===== src/rtl/alu_serial_seq_if.sv =====
// Start/busy/done handshake bundle for the bit-serial ALU sequencer.
interface alu_serial_seq_if #(
  parameter int unsigned WIDTH = 8
);
  logic             start;
  logic [WIDTH-1:0] a;
  logic [WIDTH-1:0] b;
  logic [1:0]       s;
  logic             arith;
  logic [WIDTH-1:0] out;
  logic             zero;
  logic             cout;
  logic             busy;
  logic             done;

  modport master (
    output start, a, b, s, arith,
    input  out, zero, cout, busy, done
  );

  modport slave (
    input  start, a, b, s, arith,
    output out, zero, cout, busy, done
  );
endinterface


===== src/rtl/alu_serial_seq.sv =====
// Bit-serial sequencer driving a one-bit AND/OR/XOR/NOT cell, LSB first, WIDTH bits per op.
// Optional serial ADD (latched arith overrides s) is built only when ARITH_EN is defined.
module alu_serial_seq #(
  parameter int unsigned WIDTH = 8
) (
  input  logic              i_clk,
  input  logic              i_reset,
  alu_serial_seq_if.slave   bus
);

  localparam int unsigned CW = (WIDTH > 1) ? $clog2(WIDTH) : 1;

  typedef enum logic [1:0] {S_IDLE, S_RUN, S_DONE} state_t;

  state_t           r_state,  w_state_nxt;
  logic [WIDTH-1:0] r_a_sr,   w_a_sr_nxt;
  logic [WIDTH-1:0] r_b_sr,   w_b_sr_nxt;
  logic [WIDTH-1:0] r_r_sr,   w_r_sr_nxt;
  logic [CW-1:0]    r_cnt,    w_cnt_nxt;
  logic [1:0]       r_s,      w_s_nxt;
  logic [WIDTH-1:0] r_out,    w_out_nxt;
  logic             r_zero,   w_zero_nxt;
  logic             r_busy,   w_busy_nxt;
  logic             r_done,   w_done_nxt;
  logic             w_bit;
  logic [WIDTH-1:0] w_result;
`ifdef ARITH_EN
  logic             r_arith,  w_arith_nxt;
  logic             r_carry,  w_carry_nxt;
  logic             r_cout,   w_cout_nxt;
  logic             w_carry_maj;
`endif

  // One-bit cell: logic op per latched s, or full-adder sum when arith is latched
  always_comb begin
    unique case (r_s)
      2'b00:   w_bit = r_a_sr[0] & r_b_sr[0];
      2'b01:   w_bit = r_a_sr[0] | r_b_sr[0];
      2'b10:   w_bit = r_a_sr[0] ^ r_b_sr[0];
      default: w_bit = ~r_a_sr[0];
    endcase
`ifdef ARITH_EN
    w_carry_maj = (r_a_sr[0] & r_b_sr[0]) | (r_a_sr[0] & r_carry) | (r_b_sr[0] & r_carry);
    if (r_arith) w_bit = r_a_sr[0] ^ r_b_sr[0] ^ r_carry;
`endif
  end

  assign w_result = {w_bit, r_r_sr[WIDTH-1:1]};

  // Next-state and registered-output logic
  always_comb begin
    w_state_nxt = r_state;
    w_a_sr_nxt  = r_a_sr;
    w_b_sr_nxt  = r_b_sr;
    w_r_sr_nxt  = r_r_sr;
    w_cnt_nxt   = r_cnt;
    w_s_nxt     = r_s;
    w_out_nxt   = r_out;
    w_zero_nxt  = r_zero;
    w_busy_nxt  = r_busy;
    w_done_nxt  = r_done;
`ifdef ARITH_EN
    w_arith_nxt = r_arith;
    w_carry_nxt = r_carry;
    w_cout_nxt  = r_cout;
`endif

    unique case (r_state)
      S_IDLE: begin
        if (bus.start) begin
          w_a_sr_nxt  = bus.a;
          w_b_sr_nxt  = bus.b;
          w_s_nxt     = bus.s;
          w_cnt_nxt   = '0;
          w_busy_nxt  = 1'b1;
          w_state_nxt = S_RUN;
`ifdef ARITH_EN
          w_arith_nxt = bus.arith;
          w_carry_nxt = 1'b0;
`endif
        end
      end
      S_RUN: begin
        w_r_sr_nxt = w_result;
        w_a_sr_nxt = r_a_sr >> 1;
        w_b_sr_nxt = r_b_sr >> 1;
        w_cnt_nxt  = r_cnt + CW'(1);
`ifdef ARITH_EN
        w_carry_nxt = w_carry_maj;
`endif
        // Current bit is the MSB: publish the assembled word
        if (r_cnt == CW'(WIDTH - 1)) begin
          w_out_nxt   = w_result;
          w_zero_nxt  = (w_result == '0);
          w_done_nxt  = 1'b1;
          w_busy_nxt  = 1'b0;
          w_state_nxt = S_DONE;
`ifdef ARITH_EN
          w_cout_nxt  = w_carry_maj;
`endif
        end
      end
      S_DONE: begin
        w_done_nxt  = 1'b0;
        w_state_nxt = S_IDLE;
      end
      default: w_state_nxt = S_IDLE;
    endcase
  end

  always_ff @(posedge i_clk or posedge i_reset) begin
    if (i_reset) begin
      r_state <= S_IDLE;
      r_a_sr  <= '0;
      r_b_sr  <= '0;
      r_r_sr  <= '0;
      r_cnt   <= '0;
      r_s     <= '0;
      r_out   <= '0;
      r_zero  <= 1'b0;
      r_busy  <= 1'b0;
      r_done  <= 1'b0;
`ifdef ARITH_EN
      r_arith <= 1'b0;
      r_carry <= 1'b0;
      r_cout  <= 1'b0;
`endif
    end else begin
      r_state <= w_state_nxt;
      r_a_sr  <= w_a_sr_nxt;
      r_b_sr  <= w_b_sr_nxt;
      r_r_sr  <= w_r_sr_nxt;
      r_cnt   <= w_cnt_nxt;
      r_s     <= w_s_nxt;
      r_out   <= w_out_nxt;
      r_zero  <= w_zero_nxt;
      r_busy  <= w_busy_nxt;
      r_done  <= w_done_nxt;
`ifdef ARITH_EN
      r_arith <= w_arith_nxt;
      r_carry <= w_carry_nxt;
      r_cout  <= w_cout_nxt;
`endif
    end
  end

  assign bus.out  = r_out;
  assign bus.zero = r_zero;
  assign bus.busy = r_busy;
  assign bus.done = r_done;
`ifdef ARITH_EN
  assign bus.cout = r_cout;
`else
  assign bus.cout = 1'b0;
`endif

endmodule


===== src/flat_wrapper.sv =====
// flat-port wrapper written by rule: the top's interface ports become plain ports
module alu_serial_seq_flat 
#(
  parameter int unsigned WIDTH = 8
)
  (i_clk, i_reset, bus_start, bus_a, bus_b, bus_s, bus_arith, bus_out, bus_zero, bus_cout, bus_busy, bus_done);
  alu_serial_seq_if #(.WIDTH(WIDTH)) bus_i ();
  input  logic i_clk;
  input  logic i_reset;
  input wire logic [$bits(bus_i.start)-1:0] bus_start;
  input wire logic [$bits(bus_i.a)-1:0] bus_a;
  input wire logic [$bits(bus_i.b)-1:0] bus_b;
  input wire logic [$bits(bus_i.s)-1:0] bus_s;
  input wire logic [$bits(bus_i.arith)-1:0] bus_arith;
  output wire logic [$bits(bus_i.out)-1:0] bus_out;
  output wire logic [$bits(bus_i.zero)-1:0] bus_zero;
  output wire logic [$bits(bus_i.cout)-1:0] bus_cout;
  output wire logic [$bits(bus_i.busy)-1:0] bus_busy;
  output wire logic [$bits(bus_i.done)-1:0] bus_done;
  assign bus_i.start = bus_start;
  assign bus_i.a = bus_a;
  assign bus_i.b = bus_b;
  assign bus_i.s = bus_s;
  assign bus_i.arith = bus_arith;
  assign bus_out = bus_i.out;
  assign bus_zero = bus_i.zero;
  assign bus_cout = bus_i.cout;
  assign bus_busy = bus_i.busy;
  assign bus_done = bus_i.done;
  alu_serial_seq #(.WIDTH(WIDTH)) u_core (.i_clk(i_clk), .i_reset(i_reset), .bus(bus_i));
endmodule

===== config.mk =====
export PLATFORM = sky130hd
export DESIGN_NAME = alu_serial_seq_flat
export DESIGN_NICKNAME = d
export VERILOG_FILES = /design/src/rtl/alu_serial_seq_if.sv /design/src/rtl/alu_serial_seq.sv /design/src/flat_wrapper.sv
export SDC_FILE = /design/constraint.sdc
export NUM_CORES = 1
export LEC_CHECK = 0
export CAP_MARGIN = 20
export CORE_UTILIZATION = 41
export DETAILED_ROUTE_END_ITERATION = 8
export PLACE_DENSITY = 0.74
export SETUP_SLACK_MARGIN = 0.3
export SLEW_MARGIN = 20
export SYNTH_ARGS = -nofsm -noshare
export SYNTH_HDL_FRONTEND = slang
export SYNTH_SLANG_ARGS = --single-unit

===== constraint.sdc =====
create_clock -name i_clk -period 1.7 [get_ports i_clk]
set_input_delay 0.34 -clock i_clk [delete_from_list [all_inputs] [get_ports i_clk]]
set_output_delay 0.34 -clock i_clk [all_outputs]
set_load 0.005 [all_outputs]

After elaboration in Yosys (flattened, before gate mapping):

Cells that the tools add are included.

* memories: 0
* bits in read-only memories: 0
* logic and storage cells: 48
* RAM bits: 0
* latch bits: 0
* bits in registers: 42
* input port bits: 22

* equal/unequal tests: 7
* reduce and logical (&&, ||, !) cells: 11
* bitwise gates (word level): 4
* muxes and demuxes: 15
* divide/modulo/power cells: 0
* $add $sub $neg: 1
* multiply operators: 0
* $lt $le $gt $ge: 0
* shifts and indexed selects: 0

Operators by type and width (count)
* $pmux 8 s2: 2
* $mux 8: 2
* $reduce_and 2->1: 5
* $logic_not 8->1: 1
* $pmux 3 s2: 1
* $eq 2x1->1 const B: 2
* $eq 2x2->1 const B: 2
* $logic_not 2->1: 2
* $mux 2: 2
* $pmux 1 s2: 2
* $pmux 2 s2: 1
* $reduce_bool 2->1: 2
* $add 3x1->3 const B: 1
* $eq 3x3->1 const B: 1
* $mux 1: 3
* $mux 3: 1
* $pmux 1 s3: 1
* $reduce_and 3->1: 1
* $ne 2x1->1 const B: 1
* $ne 2x2->1 const B: 1
* $and 1x1->1: 1
* $not 1->1: 1
* $or 1x1->1: 1
* $xor 1x1->1: 1

Longest topological paths before layout:

Gate-level depths: netlist of the first run.

* word-level depth: 3
* mapped depth: 6
* depth with buffers taken out: 5

Least setup slack after synthesis of the first run:

No wires, ideal clock.

* path kind: reg2reg
* from: register u_core.r_cnt[0]
* to: register u_core.r_out[0], in the netlist u_core.bus.out[0]
* stages on the path, launching flop included: 6
* data arrival time: 1.368 ns
* setup slack: 0.207 ns
* buffers on the path: 1
* cells stage by stage: dfrtp_1 > ha_1 > ha_1 > nand3b_4 > buf_4 > mux2_2

* word-level cells in the longest chain between the ends: 2

Ends and longest elaborated chain
* from (decl): line alu_serial_seq.sv:19 `logic [CW-1:0] r_cnt, w_cnt_nxt;`
* from (signal assigned): line alu_serial_seq.sv:133 `r_cnt <= w_cnt_nxt;`
* $eq 3x3->1: line alu_serial_seq.sv:92 `if (r_cnt == CW'(WIDTH - 1)) begin`
* $reduce_and 2->1 (no line)
* to (signal assigned): line alu_serial_seq.sv:135 `r_out <= w_out_nxt;`
* to (decl): line alu_serial_seq.sv:21 `logic [WIDTH-1:0] r_out, w_out_nxt;`

Every way passes these cells.
A chain may end at the register's enable or synchronous reset.

Worst setup path after layout of the first run:

* from: register u_core.r_b_sr[0]
* to: register u_core.r_zero, in the netlist u_core.bus.zero

* word-level cells in the longest chain between the ends: 3

Ends and longest elaborated chain
* from (decl): line alu_serial_seq.sv:17 `logic [WIDTH-1:0] r_b_sr, w_b_sr_nxt;`
* from (signal assigned): line alu_serial_seq.sv:131 `r_b_sr <= w_b_sr_nxt;`
* $xor 1x1->1, or another cell as far along: line alu_serial_seq.sv:39 `2'b10: w_bit = r_a_sr[0] ^ r_b_sr[0];`
* $pmux 1 s3 *: line alu_serial_seq.sv:36 `unique case (r_s)`
* $logic_not 8->1 *: line alu_serial_seq.sv:94 `w_zero_nxt = (w_result == '0);`
* to (signal assigned): line alu_serial_seq.sv:136 `r_zero <= w_zero_nxt;`
* to (decl): line alu_serial_seq.sv:22 `logic r_zero, w_zero_nxt;`

Mark *: on every way between the ends. The rest lies on a longest branch, timed or not.

==> results by group, run 1 <==
Synth
  • Synth async-reset ratio: 1.00
  • #FFs+latches synth: 41
  • Post-synth net total: 189
  • Syn Area/Cell: 10.8 um2
  • Synth cell count leaders: nand2_1 (58), dfrtp_1 (41), a22oi_1 (14)
  • Top_reg_cell synth: dfrtp_1
  • Area leader, netlist: dfrtp_1
  • Cell variety after synth: 23
  • Most common cell in the netlist: nand2_1
  • Share of the synthesized area in the top cell type: 0.581
  • Mapped Cells: 163
  • Mapped Area: 1770 um2
  • Number of flops mapped to enable cells by yosys: 0
  • Largest cells by area after synthesis: dfrtp_1 (58%), nand2_1 (12%), a22oi_1 (6.0%)
  • Synth warn: 0
  • Register area share after synthesis: 0.581

Final layout
  • Fraction of layout cells with a size suffix above 1: 0.197
  • Final Net Count: 233
  • Layout filler cell count: 348
  • Final Cell Area: 2340 um2
  • Area growth, synth to finish: 32.6%
  • N_diodes: 0

Clocking
  • Num Clock Sinks: 41
  • Clock buffer count from CTS: 5
  • CTS tree: built
  • Worst-Skew Late Latency: 0.29 ns
  • Reg clk slew, reported paths: 0.08 ns
  • CTS Buffer Depth: 2
  • Hold_buf cts: 0
  • Htree depth: 2
  • Root Driver: clkbuf_8

Floorplan
  • Core footprint: 4060 um2
  • FP Rows: 23
  • Area of the die: 4570 um2
  • Initial core utilization: 0.435
  • Chip Width: 67.6 um
  • IO Pins: 34
  • Die Ht: 67.6 um

Placed design
  • DP Area: 2150 um2
  • Placer Congestion: 0.694
  • DP HPWL: 2150 um
  • Placement Setup Slack: 0.0651 ns
  • Number of port buffers: 31

Timing
  • Max Freq: 0.672 GHz
  • Fin Clk Skew: 0.00805 ns
  • Final Hold Vio Count: 0
  • Max Transition Viols Final: 0
  • Final critical-path share of the clock period: 0.875
  • Tmin final: 1.49 ns
  • Endpoints failing setup: 0
  • Worst Setup Slack, final: 0.213 ns
  • Setup TNS: 0 ns
  • RSZ-0062 raised after global routing: yes
  • Hold WS: 0.400 ns

Detailed routing
  • DRC: 0
  • WL final: 3200 um
  • First drt pass iteration count: 4
  • Initial drt markers: 91
  • Vias per inst: 5.03
  • Routed Antenna Nets: 0
  • DR WL/cell: 12.4 um
  • DR vias: 1297

GRT
  • Vias in the first global route: 1259
  • Initial antenna violation count: 0
  • Global-route wire length before repair: 5440 um
  • Pin count of the biggest net entering global routing: 42
  • GR Util All Layers: 0.166
  • Grt total ovfl: 0

Worst setup path
  • Crit path kind: register to register
  • CP endpoint kind: register
  • CP arrival: 1.67 ns
  • Critical Path Start Type: register
  • CP required: 1.88 ns
  • Critical R2R Launch: u_core.r_b_sr[0]$_DFFE_PP0P_
  • Crit path max fanout: 3
  • CP Launch Point: u_core.r_b_sr[0]$_DFFE_PP0P_

Hold path
  • Worst hold path class: input pin to asynchronous set/reset pin

Power and ir drop
  • Leakage: 1.16 nW
  • Peak supply drop: 0.000690 V
  • Pwr/cell area: 1630 nW/um2

Status
  • Outcome: finished clean

Job
  • Max-cap check violation count: 0
per-layer routing:
layer	GRT usage	vias up	routed length (um)
li1	-	631	-
met1	0.198	622	1440
met2	0.280	38	1560
met3	0.0557	6	171
met4	0.0479	0	37
met5	0	-	0
area by class of cell:
| cell class | count | area [um2] | area share |
|---|---|---|---|
| Inverter | 6 | 22.5 | 0.00962 |
| Clock inverter | 1 | 30.0 | 0.0128 |
| Multi-Input combinational cell | 107 | 688 | 0.294 |
| Timing Repair Buffer | 46 | 425 | 0.182 |
| Sequential cell | 41 | 1030 | 0.438 |
| Tap cell | 50 | 62.6 | 0.0267 |
| Clock buffer | 7 | 86.3 | 0.0369 |
layout by cell type (no fill, tap or decap), drive strengths merged:
| cell type | count |
|---|---|
| dfrtp | 41 |
| or4 | 1 |
| clkdlybuf4s50 | 20 |
| mux2 | 9 |
| o21ai | 8 |
| or3 | 1 |
| nor3b | 1 |
| conb | 1 |
| clkbuf | 7 |
| buf | 15 |
| nand2b | 1 |
| a22o | 1 |
| nand3b | 1 |
| nor3 | 1 |
| nand2 | 58 |
| ha | 4 |
| a21o | 1 |
| a22oi | 14 |
| o21bai | 2 |
| inv | 6 |
| a21oi | 1 |
| bufinv | 1 |
| dlygate4sd2 | 11 |
| mux4 | 1 |
| nor2b | 1 |
power breakdown:
part | internal, mW | switching (mW) | total [mW]
logic | 0.727 | 0.648 | 1.38
registers | 1.37 | 0.269 | 1.64
clock network | 0.479 | 0.320 | 0.798
final timing paths:
kind,endpoint,depth (start not counted),slack [ns]
max in group asynchronous,u_core.bus.done$_DFFE_PP0P_,3,1.10
min in group i_clk,u_core.r_b_sr[4]$_DFFE_PP0P_,2,0.49
worst max-delay path,u_core.bus.zero$_DFFE_PP0P_,5,0.21
worst min register to register,u_core.r_b_sr[4]$_DFFE_PP0P_,2,0.49
worst max register to register,u_core.bus.zero$_DFFE_PP0P_,5,0.21
worst min-delay path,u_core.bus.zero$_DFFE_PP0P_,3,0.40
timing repair:
item	in CTS	in global routing
setup buffers	9	1
endpoints found under the hold margin	0	0
endpoints found under the setup margin	21	27
resized for setup	13	3
registers in the layout (all words and copies together) (netlist names):
signal	count
u_core.r_s	2
u_core.r_state	2
u_core.bus.done	1
u_core.r_b_sr	8
u_core.bus.busy	1
u_core.r_cnt	3
u_core.r_r_sr	7
u_core.bus.zero	1
u_core.bus.out	8
u_core.r_a_sr	8
critical path: stages (launching register included):
cell and delay, ns:
dfrtp_1 0.36, inv_1 0.05, ha_1 0.26, inv_1 0.03, mux4_2 0.48, a22o_1 0.20
kinds of logic after synthesis:
family,synth area share
and+or+nand+nor,0.168
DFF,0.581
AOI/OAI and AO/OA,0.105
buffers and inverters,0.0454
muxes,0.0702
adders and majority gates,0.0283
other,0.00212
stage by stage:
| step | instances | total power [mW] | utilization |
|---|---|---|---|
| floorplan | 163 | 2.51 | - |
| global route | 258 | 4.15 | 0.577 |
| CTS | 257 | 3.82 | 0.572 |
| global placement | 240 | 2.90 | 0.529 |
| detailed placement | 240 | 2.97 | 0.529 |
| finish | 258 | 3.81 | 0.577 |
Note: power is estimated with default switching activity, not from simulation.
==> inputs of run 2 (changes only) <==
--- a/config.mk
+++ b/config.mk
@@ -8,7 +8,7 @@
 export CAP_MARGIN = 20
 export CORE_UTILIZATION = 41
 export DETAILED_ROUTE_END_ITERATION = 8
-export PLACE_DENSITY = 0.74
+export PLACE_DENSITY = 0.67
 export SETUP_SLACK_MARGIN = 0.3
 export SLEW_MARGIN = 20
 export SYNTH_ARGS = -nofsm -noshare
==> constraint.sdc (replaced) <==
create_clock -name i_clk -period 1.7 [get_ports i_clk]
set_input_delay 0.34 -clock i_clk [delete_from_list [all_inputs] [get_ports i_clk]]
set_output_delay 0.34 -clock i_clk [all_outputs]
set_load 0.02 [all_outputs]
==> run 2 against run 1 <==
Net effect: combinational power increased by 13%; sequential share of layout area decreased by 0.52 points; core utilization increased by 0.77 points; wire length increased by 13%; worst setup slack got worse by 0.020 ns; total power increased by 2.7%; flip-flop and latch count unchanged; largest power group unchanged; critical path depth unchanged; clock skew decreased by 0.0030 ns; register-to-register slack got worse by 0.02 ns; design area increased by 1.3%.
==> results by group, run 2 (synthesized netlist as in run 1, its figures left out) <==
Worst setup path
  • Crit path max fanout: 3 (unchanged)
  • CP endpoint kind: register
  • Crit-path slowest cell: mux4_2
  • Crit path kind: register to register
  • Critical Path Start Type: register
  • CP cell instances: inv_2 -> ha_4 -> inv_2 -> mux4_2 -> a22o_1
  • Worst path bufs/invs: 2 (unchanged)
  • CP arrival: 1.69 ns (+0.02 ns)
  • CP required: 1.88 ns (about the same)
  • Delay-heaviest family, CP: multiplexers
  • Crit-path most repeated cell: inv_2
  • Max incr delay on CP: 0.47 ns (about the same)

Final layout
  • FF/Latch Area: 1030 um2 (+0.12%)
  • Area of the multi-input gates: 723 um2 (+5.1%)
  • Layout filler cell count: 344 (-1.1%)
  • Most frequent cells in the layout: nand2_1 (58), dfrtp_1 (40), clkdlybuf4s50_1 (19), a22oi_1 (14), dlygate4sd2_1 (10)
  • Area growth, synth to finish: 34.4%
  • Final Net Count: 231 (-0.86%)
  • Final Cell Area: 2370 um2 (+1.3%)
  • Fraction of layout cells with a size suffix above 1: 0.209 (+0.0116)
  • Most common cell after layout, fill and taps aside: nand2_1
  • N_diodes: 0 (unchanged)

GRT
  • GR Util All Layers: 0.177 (+0.0113)
  • Grt total ovfl: 0 (unchanged)
  • Initial antenna violation count: 0 (unchanged)
  • Global-route wire length before repair: 5810 um (+6.8%)
  • Pin count of the biggest net entering global routing: 42 (unchanged)
  • Vias in the first global route: 1297 (+3.0%)

Placed design
  • Placer Congestion: 0.725 (+4.5%)
  • Placement Setup Slack: -0.0213 ns (-0.0864 ns)
  • Number of port buffers: 31 (unchanged)
  • DP Area: 2130 um2 (-0.70%)
  • DP HPWL: 2330 um (+8.3%)

Hold path
  • Worst hold path class: input pin to asynchronous set/reset pin

Detailed routing
  • Vias per inst: 5.18 (+3.0%)
  • WL final: 3630 um (+13%)
  • First drt pass iteration count: 4 (unchanged)
  • Initial drt markers: 65 (-29%)
  • DR WL/cell: 14.2 um (+14%)
  • DR vias: 1326 (+2.2%)
  • DRC: 0 (unchanged)
  • Routed Antenna Nets: 0 (unchanged)

Clocking
  • Hold_buf cts: 0 (unchanged)
  • CTS tree: built
  • Worst-Skew Late Latency: 0.29 ns (about the same)
  • Root Driver: clkbuf_8
  • CTS Buffer Depth: 2 (unchanged)
  • Reg clk slew, reported paths: 0.07 ns (about the same)
  • Num Clock Sinks: 41 (unchanged)
  • Htree depth: 2 (unchanged)
  • Clock buffer count from CTS: 5 (unchanged)

Timing
  • Tmin final: 1.51 ns (+0.0202 ns)
  • Max Transition Viols Final: 0 (unchanged)
  • Final critical-path share of the clock period: 0.887 (+0.0119)
  • Fin Clk Skew: 0.00507 ns (-0.00298 ns)
  • Max Freq: 0.663 GHz (-1.3%)
  • RSZ-0062 raised after global routing: yes
  • Final Hold Vio Count: 0 (unchanged)
  • Worst Setup Slack, final: 0.193 ns (-0.0202 ns)
  • Endpoints failing setup: 0 (unchanged)

Power and ir drop
  • Peak supply drop: 0.000593 V (-14%)
  • Pwr/cell area: 1650 nW/um2 (+1.4%)
  • Leakage: 1.19 nW (+2.9%)

Floorplan
  • Initial core utilization: 0.435 (unchanged)
  • IO Pins: 34 (unchanged)
  • Area of the die: 4570 um2 (unchanged)
  • Chip Width: 67.6 um (unchanged)
  • FP Rows: 23 (unchanged)
  • Die Ht: 67.6 um (unchanged)
  • Core footprint: 4060 um2 (unchanged)

Status
  • Outcome: finished clean

Job
  • Max-cap check violation count: 0 (unchanged)
[run 2: worst reg2reg max path: stages (launching register included)]
cell	delay, ns
dfrtp_1	0.38
inv_2	0.06
ha_4	0.26
inv_2	0.03
mux4_2	0.47
a22o_1	0.20
[run 2: power breakdown]
part | switching, mW | internal (mW) | leakage (nW)
Clock | 0.325 | 0.367 | 0.0542
Combinational | 0.793 | 0.763 | 0.623
Sequential | 0.296 | 1.37 | 0.517
[run 2: through the flow]
step                total power [mW]  std cells   util  hold WS [ns]  TNS (ns)
global route                    4.20        256  0.585         0.433         0
global placement                2.99        238  0.525         0.458         0
floorplan                       2.62        163      -         0.447         0
finish                          3.92        256  0.585         0.397         0
detailed placement              3.09        238  0.525         0.468   -0.0602
CTS                             3.87        254  0.572         0.411         0
[run 2: layer usage]
layer  vias to the layer above  wire, um  part of all wire  GRT usage
met5                         -         0                 0          0
met4                         0        46             0.013     0.0638
met3                         6       197             0.054     0.0456
met2                        42      1820              0.50      0.306
met1                       655      1560              0.43      0.209
li1                        623         -                 -          -
[run 2: area by class of cell]
type,count,share of cell area
inverters,6,0.00949
well taps,50,0.0264
multi-input cells,107,0.305
clock buffers,7,0.0406
clock inverters,1,0.00211
repair buffers,44,0.184
flip-flops and latches,41,0.433
[run 2: worst paths after layout]
check | start | endpoint | slack [ns] | cells past startpoint
setup / recovery | u_core.r_b_sr[0]$_DFFE_PP0P_ | u_core.bus.zero$_DFFE_PP0P_ | 0.19 | 5
hold / removal | i_reset | u_core.bus.out[0]$_DFFE_PP0P_ | 0.40 | 3
setup reg to reg | u_core.r_b_sr[0]$_DFFE_PP0P_ | u_core.bus.zero$_DFFE_PP0P_ | 0.19 | 5
hold reg to reg | u_core.bus.out[7]$_DFFE_PP0P_ | u_core.bus.out[7]$_DFFE_PP0P_ | 0.48 | 2
max in group asynchronous | i_reset | u_core.r_state[0]$_DFFE_PP0P_ | 1.09 | 3
min in group i_clk | u_core.bus.out[7]$_DFFE_PP0P_ | u_core.bus.out[7]$_DFFE_PP0P_ | 0.48 | 2
[run 2: timing repair]
item	CTS	global route
cloned	0	1
setup endpoints to repair	27	38
gates resized for setup	19	12
pin swaps	4	2
setup buffers	8	1
